$ cat src/rtl/sram_bist_ctrl.sv
// sram_bist_ctrl: write/read-back BIST initiator for a single-port SRAM
module sram_bist_ctrl #(
    parameter int DW     = 16,
    parameter int AW     = 7,
    parameter int DEPTH  = 128,
    parameter int RD_LAT = 1
) (
    input  logic          clk,
    input  logic          rst,
    input  logic          start,
    input  logic [1:0]    mode,
    input  logic [DW-1:0] seed,
    input  logic [DW-1:0] sram_outbits,
    output logic [DW-1:0] sram_inbits,
    output logic [AW-1:0] sram_addr,
    output logic          sram_we,
    output logic          sram_re,
    output logic          busy,
    output logic          done,
    output logic          pass,
    output logic [7:0]    err_count,
    output logic [AW-1:0] fail_addr
);
    typedef enum logic [2:0] {IDLE, WRITE, READ, DRAIN, DONE} state_t;
    state_t state, state_n;
    logic [AW-1:0] cnt;
    logic [1:0]    mode_q;
    logic [DW-1:0] lfsr, lfsr_init, lfsr_nx, seed_eff, pat;
    logic [DW-1:0] exp_p [RD_LAT+1];
    logic [AW-1:0] adr_p [RD_LAT+1];
    logic [RD_LAT:0] vld_p;
    logic last, accept, miss;
    logic [DW-1:0] inbits_n;
    logic [AW-1:0] addr_n;
    logic we_n, re_n, busy_n, done_n;

    assign last     = cnt == AW'(DEPTH - 1);
    assign accept   = state == IDLE && start;
    assign seed_eff = seed == '0 ? DW'(1) : seed;
    assign lfsr_nx  = {lfsr[DW-2:0], lfsr[15] ^ lfsr[13] ^ lfsr[12] ^ lfsr[10]};
    assign miss     = vld_p[RD_LAT] && sram_outbits != exp_p[RD_LAT];

    // expected word for the address handled this cycle
    always_comb begin
        pat = mode_q == 2'd0 ? {{(DW-AW){1'b0}}, cnt} :
              mode_q == 2'd1 ? (cnt[0] ? {(DW/2){2'b10}} : {(DW/2){2'b01}}) :
              mode_q == 2'd2 ? lfsr : ~{{(DW-AW){1'b0}}, cnt};
    end

    // state register
    always_ff @(posedge clk) begin
        if (!rst) state <= IDLE;
        else      state <= state_n;
    end

    // next-state logic
    always_comb begin
        state_n = state;
        case (state)
            IDLE:    state_n = start ? WRITE : IDLE;
            WRITE:   state_n = last ? READ : WRITE;
            READ:    state_n = last ? DRAIN : READ;
            DRAIN:   state_n = cnt == AW'(RD_LAT - 1) ? DONE : DRAIN;
            DONE:    state_n = IDLE;
            default: state_n = IDLE;
        endcase
    end

    // next values of the registered outputs
    always_comb begin
        we_n     = state == WRITE;
        re_n     = state == READ;
        addr_n   = (we_n || re_n) ? cnt : sram_addr;
        inbits_n = we_n ? pat : sram_inbits;
        busy_n   = state == IDLE ? start : state != DONE;
        done_n   = state == DONE;
    end

    // output registers
    always_ff @(posedge clk) begin
        if (!rst) begin
            sram_we     <= 1'b0;
            sram_re     <= 1'b0;
            sram_addr   <= '0;
            sram_inbits <= '0;
            busy        <= 1'b0;
            done        <= 1'b0;
        end else begin
            sram_we     <= we_n;
            sram_re     <= re_n;
            sram_addr   <= addr_n;
            sram_inbits <= inbits_n;
            busy        <= busy_n;
            done        <= done_n;
        end
    end

    // word counter, pattern source and expected-data pipeline aligned to read latency
    always_ff @(posedge clk) begin
        if (!rst) begin
            cnt       <= '0;
            mode_q    <= '0;
            lfsr      <= '0;
            lfsr_init <= '0;
            vld_p     <= '0;
            for (int k = 0; k <= RD_LAT; k++) begin
                exp_p[k] <= '0;
                adr_p[k] <= '0;
            end
        end else begin
            cnt <= (state == WRITE || state == READ || state == DRAIN) ? cnt + 1'b1 : '0;
            if (accept) begin
                mode_q    <= mode;
                lfsr      <= seed_eff;
                lfsr_init <= seed_eff;
            end else if (state == WRITE && last) begin
                lfsr <= lfsr_init;
            end else if (state == WRITE || state == READ) begin
                lfsr <= lfsr_nx;
            end
            vld_p    <= {vld_p[RD_LAT-1:0], state == READ};
            exp_p[0] <= pat;
            adr_p[0] <= cnt;
            for (int k = 1; k <= RD_LAT; k++) begin
                exp_p[k] <= exp_p[k-1];
                adr_p[k] <= adr_p[k-1];
            end
        end
    end

    // mismatch counting, first failing address and final verdict
    always_ff @(posedge clk) begin
        if (!rst) begin
            err_count <= '0;
            fail_addr <= '0;
            pass      <= 1'b0;
        end else if (accept) begin
            err_count <= '0;
            fail_addr <= '0;
            pass      <= 1'b0;
        end else begin
            if (miss && err_count != 8'hFF) err_count <= err_count + 1'b1;
            if (miss && err_count == '0) fail_addr <= adr_p[RD_LAT];
            if (state == DONE) pass <= err_count == '0 && !miss;
        end
    end
endmodule

$ cat config.mk
export PLATFORM = sky130hd
export DESIGN_NAME = sram_bist_ctrl
export DESIGN_NICKNAME = d
export VERILOG_FILES = /design/src/rtl/sram_bist_ctrl.sv
export SDC_FILE = /design/constraint.sdc
export NUM_CORES = 1
export LEC_CHECK = 0
export BUFFER_PORTS_ARGS = -buffer_cell sky130_fd_sc_hd__buf_4
export CORE_ASPECT_RATIO = 0.75
export CORE_MARGIN = 8
export CORE_UTILIZATION = 25
export CTS_BUF_LIST = sky130_fd_sc_hd__clkbuf_2
export CTS_CLUSTER_DIAMETER = 200
export DETAILED_ROUTE_END_ITERATION = 8
export PLACE_DENSITY = 0.41
export SLEW_MARGIN = 20
export SYNTH_ARGS = -nofsm -noshare
export SYNTH_HDL_FRONTEND = slang
export SYNTH_SLANG_ARGS = --single-unit
export TNS_END_PERCENT = 5
$ cat constraint.sdc
create_clock -name clk -period 1.8 [get_ports clk]
set_input_delay 0.45 -clock clk [delete_from_list [all_inputs] [get_ports clk]]
set_output_delay 0.45 -clock clk [all_outputs]
set_load 0.01 [all_outputs]
==> results of run 1 <==
kinds of logic after synthesis:
group | count (synthesis)
AO/OA/AOI/OAI | 128
AND/OR/NAND/NOR | 216
multiplexers | 11
XOR/XNOR | 25
adder cells (fa/ha/maj) | 4
flip-flops | 134
buffers and inverters | 46
per-stage QoR:
stage | area, um2 | utilization, % | TNS, ps | hold slack, ps | std cells
2_1_floorplan | 5170 | - | -10.8 | 412 | 564
3_3_place_gp | 6380 | 31.5 | -5180 | 420 | 919
3_5_place_dp | 6380 | 31.5 | -6050 | 418 | 919
4_1_cts | 6830 | 33.7 | -111 | 0.500 | 965
5_1_grt | 6990 | 34.5 | -608 | -0.148 | 969
6_report | 6990 | 34.5 | 0 | 97.1 | 969
repair_timing:
item                                    4_1_cts  5_1_grt
endpoints found under the setup margin       27       73
endpoints found under the hold margin        15        1
setup buffers                                 0        1
pin swaps                                     0        2
resized for setup                            22       52
hold buffers                                 15        1
cells in the final DEF, fill, tap and decap left out, drive strengths merged, types with 15 or more instances in the layout:
cell type / instances
dlygate4sd3: 16
o221ai: 15
nand2: 58
a21oi: 36
o21ai: 28
and2: 36
nor2: 63
clkbuf: 17
a22o: 15
a31oi: 15
dfxtp: 134
nand3: 15
buf: 135
xnor2: 23
flip-flops by register name (all words and copies together), names as in the netlist:
name,count
exp_p,32
lfsr,16
lfsr_init,16
sram_inbits,16
adr_p,14
err_count,8
cnt,7
fail_addr,7
sram_addr,7
state,3
mode_q,2
vld_p,2
busy,1
done,1
pass,1
sram_we,1
per-layer routing:
layer	track usage, %	vias to the layer above
li1	-	2245
met1	17.2	2057
met2	16.3	110
met3	3.72	11
met4	3.36	0
met5	0	-
worst max path at each step:
stage                               start            to  cells after the start
after floorplan           sram_outbits[5]          pass                      6
after global placement            seed[7]  lfsr_init[2]                      7
after detailed placement          seed[7]  lfsr_init[3]                      7
after CTS                    err_count[3]  err_count[3]                      2
after global routing         err_count[3]  err_count[3]                      2
final                        exp_p[0][26]          pass                      5
layout make-up:
| type | count | area share [%] |
|---|---|---|
| sequential | 134 | 39.3 |
| multi-input combinational | 384 | 33.2 |
| timing repair buffer | 151 | 18.6 |
| clock buffer | 17 | 1.22 |
| tap | 258 | 4.62 |
| antenna | 2 | 0.0716 |
| inverter | 9 | 0.483 |
| clock inverter | 14 | 2.50 |
critical path, stage by stage, from the launching register on:
cell	delay, ps
dfxtp_1	360
xnor2_1	150
nand4_1	180
o41a_1	510
or3_4	400
a21oi_2	130
power by group through the flow:
stage	clock network, W	registers (W)	logic (W)
CTS	0.00204	0.00316	0.000645
floorplan	0	0.00319	0.000335
global placement	0	0.00322	0.000613
global route	0.00218	0.00317	0.000720
detailed placement	0	0.00322	0.000616
finish	0.00195	0.00315	0.000648
==> key figures, run 1 <==
Timing
  – Hold Vio Cnt, Final: 0
  – F_max: 568 MHz
  – Slew HR: 54.7%
  – Fin crit share: 97.9%
  – Finish-stage setup viols: 0
  – Minimum clock period: 1760 ps
  – Unrepaired setup endpoints after global routing: true
  – Setup ws final: 38.5 ps
  – Slew Limit Fails: 0
  – Slew of the pin with the lowest slew margin: 672 ps
  – Clock Skew: 33.7 ps

Logic synthesis
  – Compound-Gate Fraction of Synth Area: 16.4%
  – Post-Syn Instances: 564
  – Post-Synthesis Cell Area: 5160 um2
  – Synth top area share: 51.9%
  – Simple-Gate Fraction of Synth Area: 20.4%
  – Mux cell area share after synthesis: 2.13%
  – Post-Synth XOR/XNOR Area: 4.24%
  – Yosys reg bits: 134
  – Synth area leader: dfxtp_1
  – Post-synth EDFFs: 0
  – Synth Net Count: 605
  – Synth cell types: 48
  – Asr flop ratio synth: 0%
  – Main combinational cell family by area after synthesis: simple AND/OR/NAND/NOR gates
  – Post-Synth Adder-Cell Area: 0.969%
  – Synth area leaders: dfxtp_1 52%, nor2_1 4.5%, and2_1 4.4%
  – Main flop type after synthesis: dfxtp_1
  – Commonest cells in the synthesized netlist: 134 x dfxtp_1, 62 x nor2_1, 58 x nand2_1
  – Cell with the most instances after synthesis: dfxtp_1
  – Syn Area/Cell: 9.16 um2
  – Seq/Total Area, Yosys: 51.9%
  – Ys Warns: 0

Power and ir drop
  – Power Dens Cells: 823 nW/um2
  – Power Internal: 0.00417 W
  – Sequential share of power: 54.8%
  – Leakage power: 2.74 nW
  – Peak VDD IR: 0.453 mV
  – Total chip power: 0.00576 W
  – Gate power share: 11.3%
  – Clk pwr share: 34.0%
  – Sw Share: 27.6%
  – Sw Pwr: 0.00159 W

Routing
  – Vias: 4423
  – Metal2 WL: 6000 um
  – Met3 Routed Length: 845 um
  – Vias/cell: 4.56
  – WL per Instance: 15.4 um
  – Highest metal used: met4
  – Router iterations before antenna repair: 4
  – Drt initial violations: 284
  – Post-route ant nets: 0
  – M1 WL: 7910 um
  – Residual DRC count: 0
  – Drt total wl: 14900 um

Min path
  – Hold path endpoint: lfsr_init[14]
  – Hold Path Depth: 3
  – HP Start: seed[14]
  – Hold Path Class: input port to flop

Final layout
  – FF+latch area: 2750 um2
  – Area occupied by multi-input gates: 2320 um2
  – Layout cells sized above 1: 31.0%
  – Area grow syn2layout: 35.4%
  – Number of fill cells: 2148
  – Nets: 738

Clock tree
  – CTS H-tree depth: 4
  – CTS Buffer Depth: 2
  – Clock root buffer: clkbuf_2
  – Worst-Skew Late Latency: 700 ps
  – CTS tree: done
  – Clock sink count: 134
  – Clock Pin Slew Worst Setup and Hold Paths: 220 ps
  – Cts bufs inserted: 17

Floorplan
  – DIE AREA: 25600 um2
  – I/O Pins: 80
  – Die Y: 140 um
  – Core area: 20300 um2
  – Cell Rows: 45
  – Chip Width: 182 um
  – Starting Density: 25.5%

Setup path
  – Required time of the critical path: 2460 ps
  – Reg2Reg Depth: 5
  – Flop-to-flop setup slack: 40 ps
  – Reg-to-Reg Start: exp_p[0][26]
  – CP Class: flop to flop
  – Worst EP arrival: 2420 ps
  – CP max FO: 2
  – Setup crit end kind: flop
  – Startpoint Class: flop
  – RR Endpoint: pass

Global routing
  – Vias in the first global route: 4309
  – Initial antenna violation count: 1
  – GR Overflow Total: 0
  – First-pass GRT wire length: 23900 um
  – Pin count of the biggest net entering global routing: 55
  – GRT Overall Usage: 11.8%

Placed design
  – IO Port Bufs: 79
  – Detailed placement HPWL: 11000 um
  – Routability Congestion: 0.803
  – Place WS: -252 ps

Flow run
  – Max-cap violations: 0

Run status
  – Status: complete, no violations
Power figures use the tool's default switching activity.
==> inputs of run 2 (changes only) <==
==> constraint.sdc (replaced) <==
create_clock -name clk -period 1.8 [get_ports clk]
set_input_delay 0.45 -clock clk [delete_from_list [all_inputs] [get_ports clk]]
set_output_delay 0.45 -clock clk [all_outputs]
set_load 0.05 [all_outputs]
==> key figures, run 2 (synthesized netlist as in run 1, its figures left out) <==
Floorplan
  – Chip Width: 182 um (unchanged)
  – Core area: 20300 um2 (unchanged)
  – DIE AREA: 25600 um2 (unchanged)
  – Cell Rows: 45 (unchanged)
  – Starting Density: 25.5% (unchanged)
  – I/O Pins: 80 (unchanged)
  – Die Y: 140 um (unchanged)

Setup path
  – Startpoint Class: flop
  – RR Endpoint: state[0]
  – Flop-to-flop setup slack: 20 ps (-20 ps)
  – Reg2Reg Depth: 7 (+2)
  – CP max FO: 4 (+2)
  – Worst path slowest cell: or4b_2
  – Required time of the critical path: 2410 ps (-50 ps)
  – CP peak stage delay: 630 ps (+120 ps)
  – CP Class: flop to flop
  – Setup crit end kind: flop
  – Reg-to-Reg Start: cnt[0]
  – Worst EP arrival: 2400 ps (-20 ps)
  – Critical path, cell by cell: inv_1, ha_1, or4b_2, nor3_4, mux2i_1, a21oi_1, nor2_1

Timing
  – F_max: 561 MHz (-1.2%)
  – Finish-stage setup viols: 0 (unchanged)
  – Minimum clock period: 1780 ps (+22.2 ps)
  – Slew of the pin with the lowest slew margin: 674 ps (+2.50 ps)
  – Hold Vio Cnt, Final: 0 (unchanged)
  – Clock Skew: 34.6 ps (+0.921 ps)
  – Fin crit share: 99.1% (+1.2 points)
  – Slew HR: 55.0% (+0.26 points)
  – Slew Limit Fails: 0 (unchanged)
  – Setup ws final: 16.3 ps (-22.2 ps)
  – Unrepaired setup endpoints after global routing: true

Power and ir drop
  – Power Dens Cells: 811 nW/um2 (-1.5%)
  – Total chip power: 0.00584 W (+1.5%)
  – Leakage power: 2.79 nW (+2.1%)
  – Peak VDD IR: 0.453 mV (about the same)

Clock tree
  – Cts bufs inserted: 17 (unchanged)
  – CTS H-tree depth: 4 (unchanged)
  – Worst-Skew Late Latency: 710 ps (about the same)
  – Clock root buffer: clkbuf_2
  – Clock sink count: 134 (unchanged)
  – CTS Buffer Depth: 2 (unchanged)
  – CTS tree: done
  – Clock Pin Slew Worst Setup and Hold Paths: 210 ps (about the same)

Placed design
  – IO Port Bufs: 79 (unchanged)
  – Place WS: -252 ps (unchanged)
  – Detailed placement HPWL: 11000 um (unchanged)
  – Routability Congestion: 0.803 (unchanged)
  – Dpl cells: 919 (unchanged)
  – Placed cell areas: 6380 um2 (unchanged)

Min path
  – HP Start: seed[14]
  – Hold path endpoint: lfsr_init[14]
  – Hold Path Class: input port to flop
  – Hold Path Depth: 3 (unchanged)

Global routing
  – Vias in the first global route: 4341 (+0.74%)
  – Initial antenna violation count: 1 (unchanged)
  – First-pass GRT wire length: 24000 um (+0.52%)
  – GR Overflow Total: 0 (unchanged)
  – GRT Overall Usage: 11.9% (+0.082 points)
  – Pin count of the biggest net entering global routing: 55 (unchanged)

Final layout
  – Utilization after layout: 35.6% (+1.1 points)
  – Max FFs per register: 32 (unchanged)
  – Most common cell after layout, fill and taps aside: buf_4
  – Layout cells sized above 1: 32.3% (+1.2 points)
  – Area grow syn2layout: 39.6%
  – Most frequent cells in the layout: 89 x buf_4, 88 x dfxtp_1, 60 x nor2_1, 58 x nand2_1, 37 x dfxtp_2
  – Biggest register: exp_p
  – Layout Cells excl Fill: 970 (+0.10%)
  – Nets: 739 (+0.14%)
  – Design Area, Final: 7210 um2 (+3.1%)

Routing
  – Router iterations before antenna repair: 6 (+2)
  – Drt initial violations: 271 (-4.6%)
  – Residual DRC count: 0 (unchanged)
  – Drt total wl: 14900 um (+0.19%)
  – Vias/cell: 4.55 (-0.33%)
  – Vias: 4413 (-0.23%)
  – WL per Instance: 15.4 um (about the same)
  – Post-route ant nets: 0 (unchanged)

Run status
  – Status: complete, no violations

Flow run
  – Max-cap violations: 0 (unchanged)
-- run 2: report_power, final --
group	internal (W)	switching [W]	leakage (nW)
Clock	0.000783	0.00118	0.148
Sequential	0.00307	0.0000907	1.11
Combinational	0.000340	0.000385	1.53
Total	0.00419	0.00165	2.79
-- run 2: what timing repair did --
item / 4_1_cts / 5_1_grt
setup endpoints to repair: 58 / 81
hold buffers: 15 / 1
resized for setup: 108 / 30
cloned: 0 / 0
hold endpoints to repair: 15 / 1
buffers inserted: 1 / 2
-- run 2: cell type report --
type | count | area, um2
Antenna cell | 2 | 5.00
Clock buffer | 17 | 85.1
Sequential cell | 134 | 2760
Timing Repair Buffer | 152 | 1520
Inverter | 9 | 33.8
Multi-Input combinational cell | 384 | 2300
Fill cell | 2118 | 13100
Clock inverter | 14 | 175
Tap cell | 258 | 323
-- run 2: per-stage QoR --
step / setup TNS, ps / hold slack [ps]
after floorplan: -10.8 / 412
after detailed placement: -6050 / 418
after global routing: -2670 / -0.148
after global placement: -5180 / 420
after CTS: -311 / 0.500
final: 0 / 94.0
-- run 2: critical path: cells and delay by family, from the launching register on --
family,cells,cell delay [ps]
AOI/OAI and AO/OA,1,160
adders and majority gates,1,130
buffers and inverters,1,70
DFF,1,380
muxes,1,100
and+or+nand+nor,3,860
-- run 2: routing by layer --
metal / routed length [um] / GRT usage [%] / vias up
met1: 7960 / 17.1 / 2064
met3: 779 / 3.93 / 11
met2: 6040 / 16.6 / 92
li1: - / - / 2246
met4: 140 / 3.36 / 0
met5: 0 / 0 / -
-- run 2: worst max-delay path by stage --
stage | start | to | slack (ps) | cells past startpoint
3_3_place_gp | seed[7] | lfsr_init[2] | -240 | 7
2_1_floorplan | sram_outbits[5] | pass | -10 | 6
5_1_grt | err_count[2] | err_count[2] | -100 | 1
4_1_cts | err_count[2] | err_count[2] | -50 | 1
3_5_place_dp | seed[7] | lfsr_init[3] | -250 | 7
6_report | cnt[0] | state[0] | 20 | 7
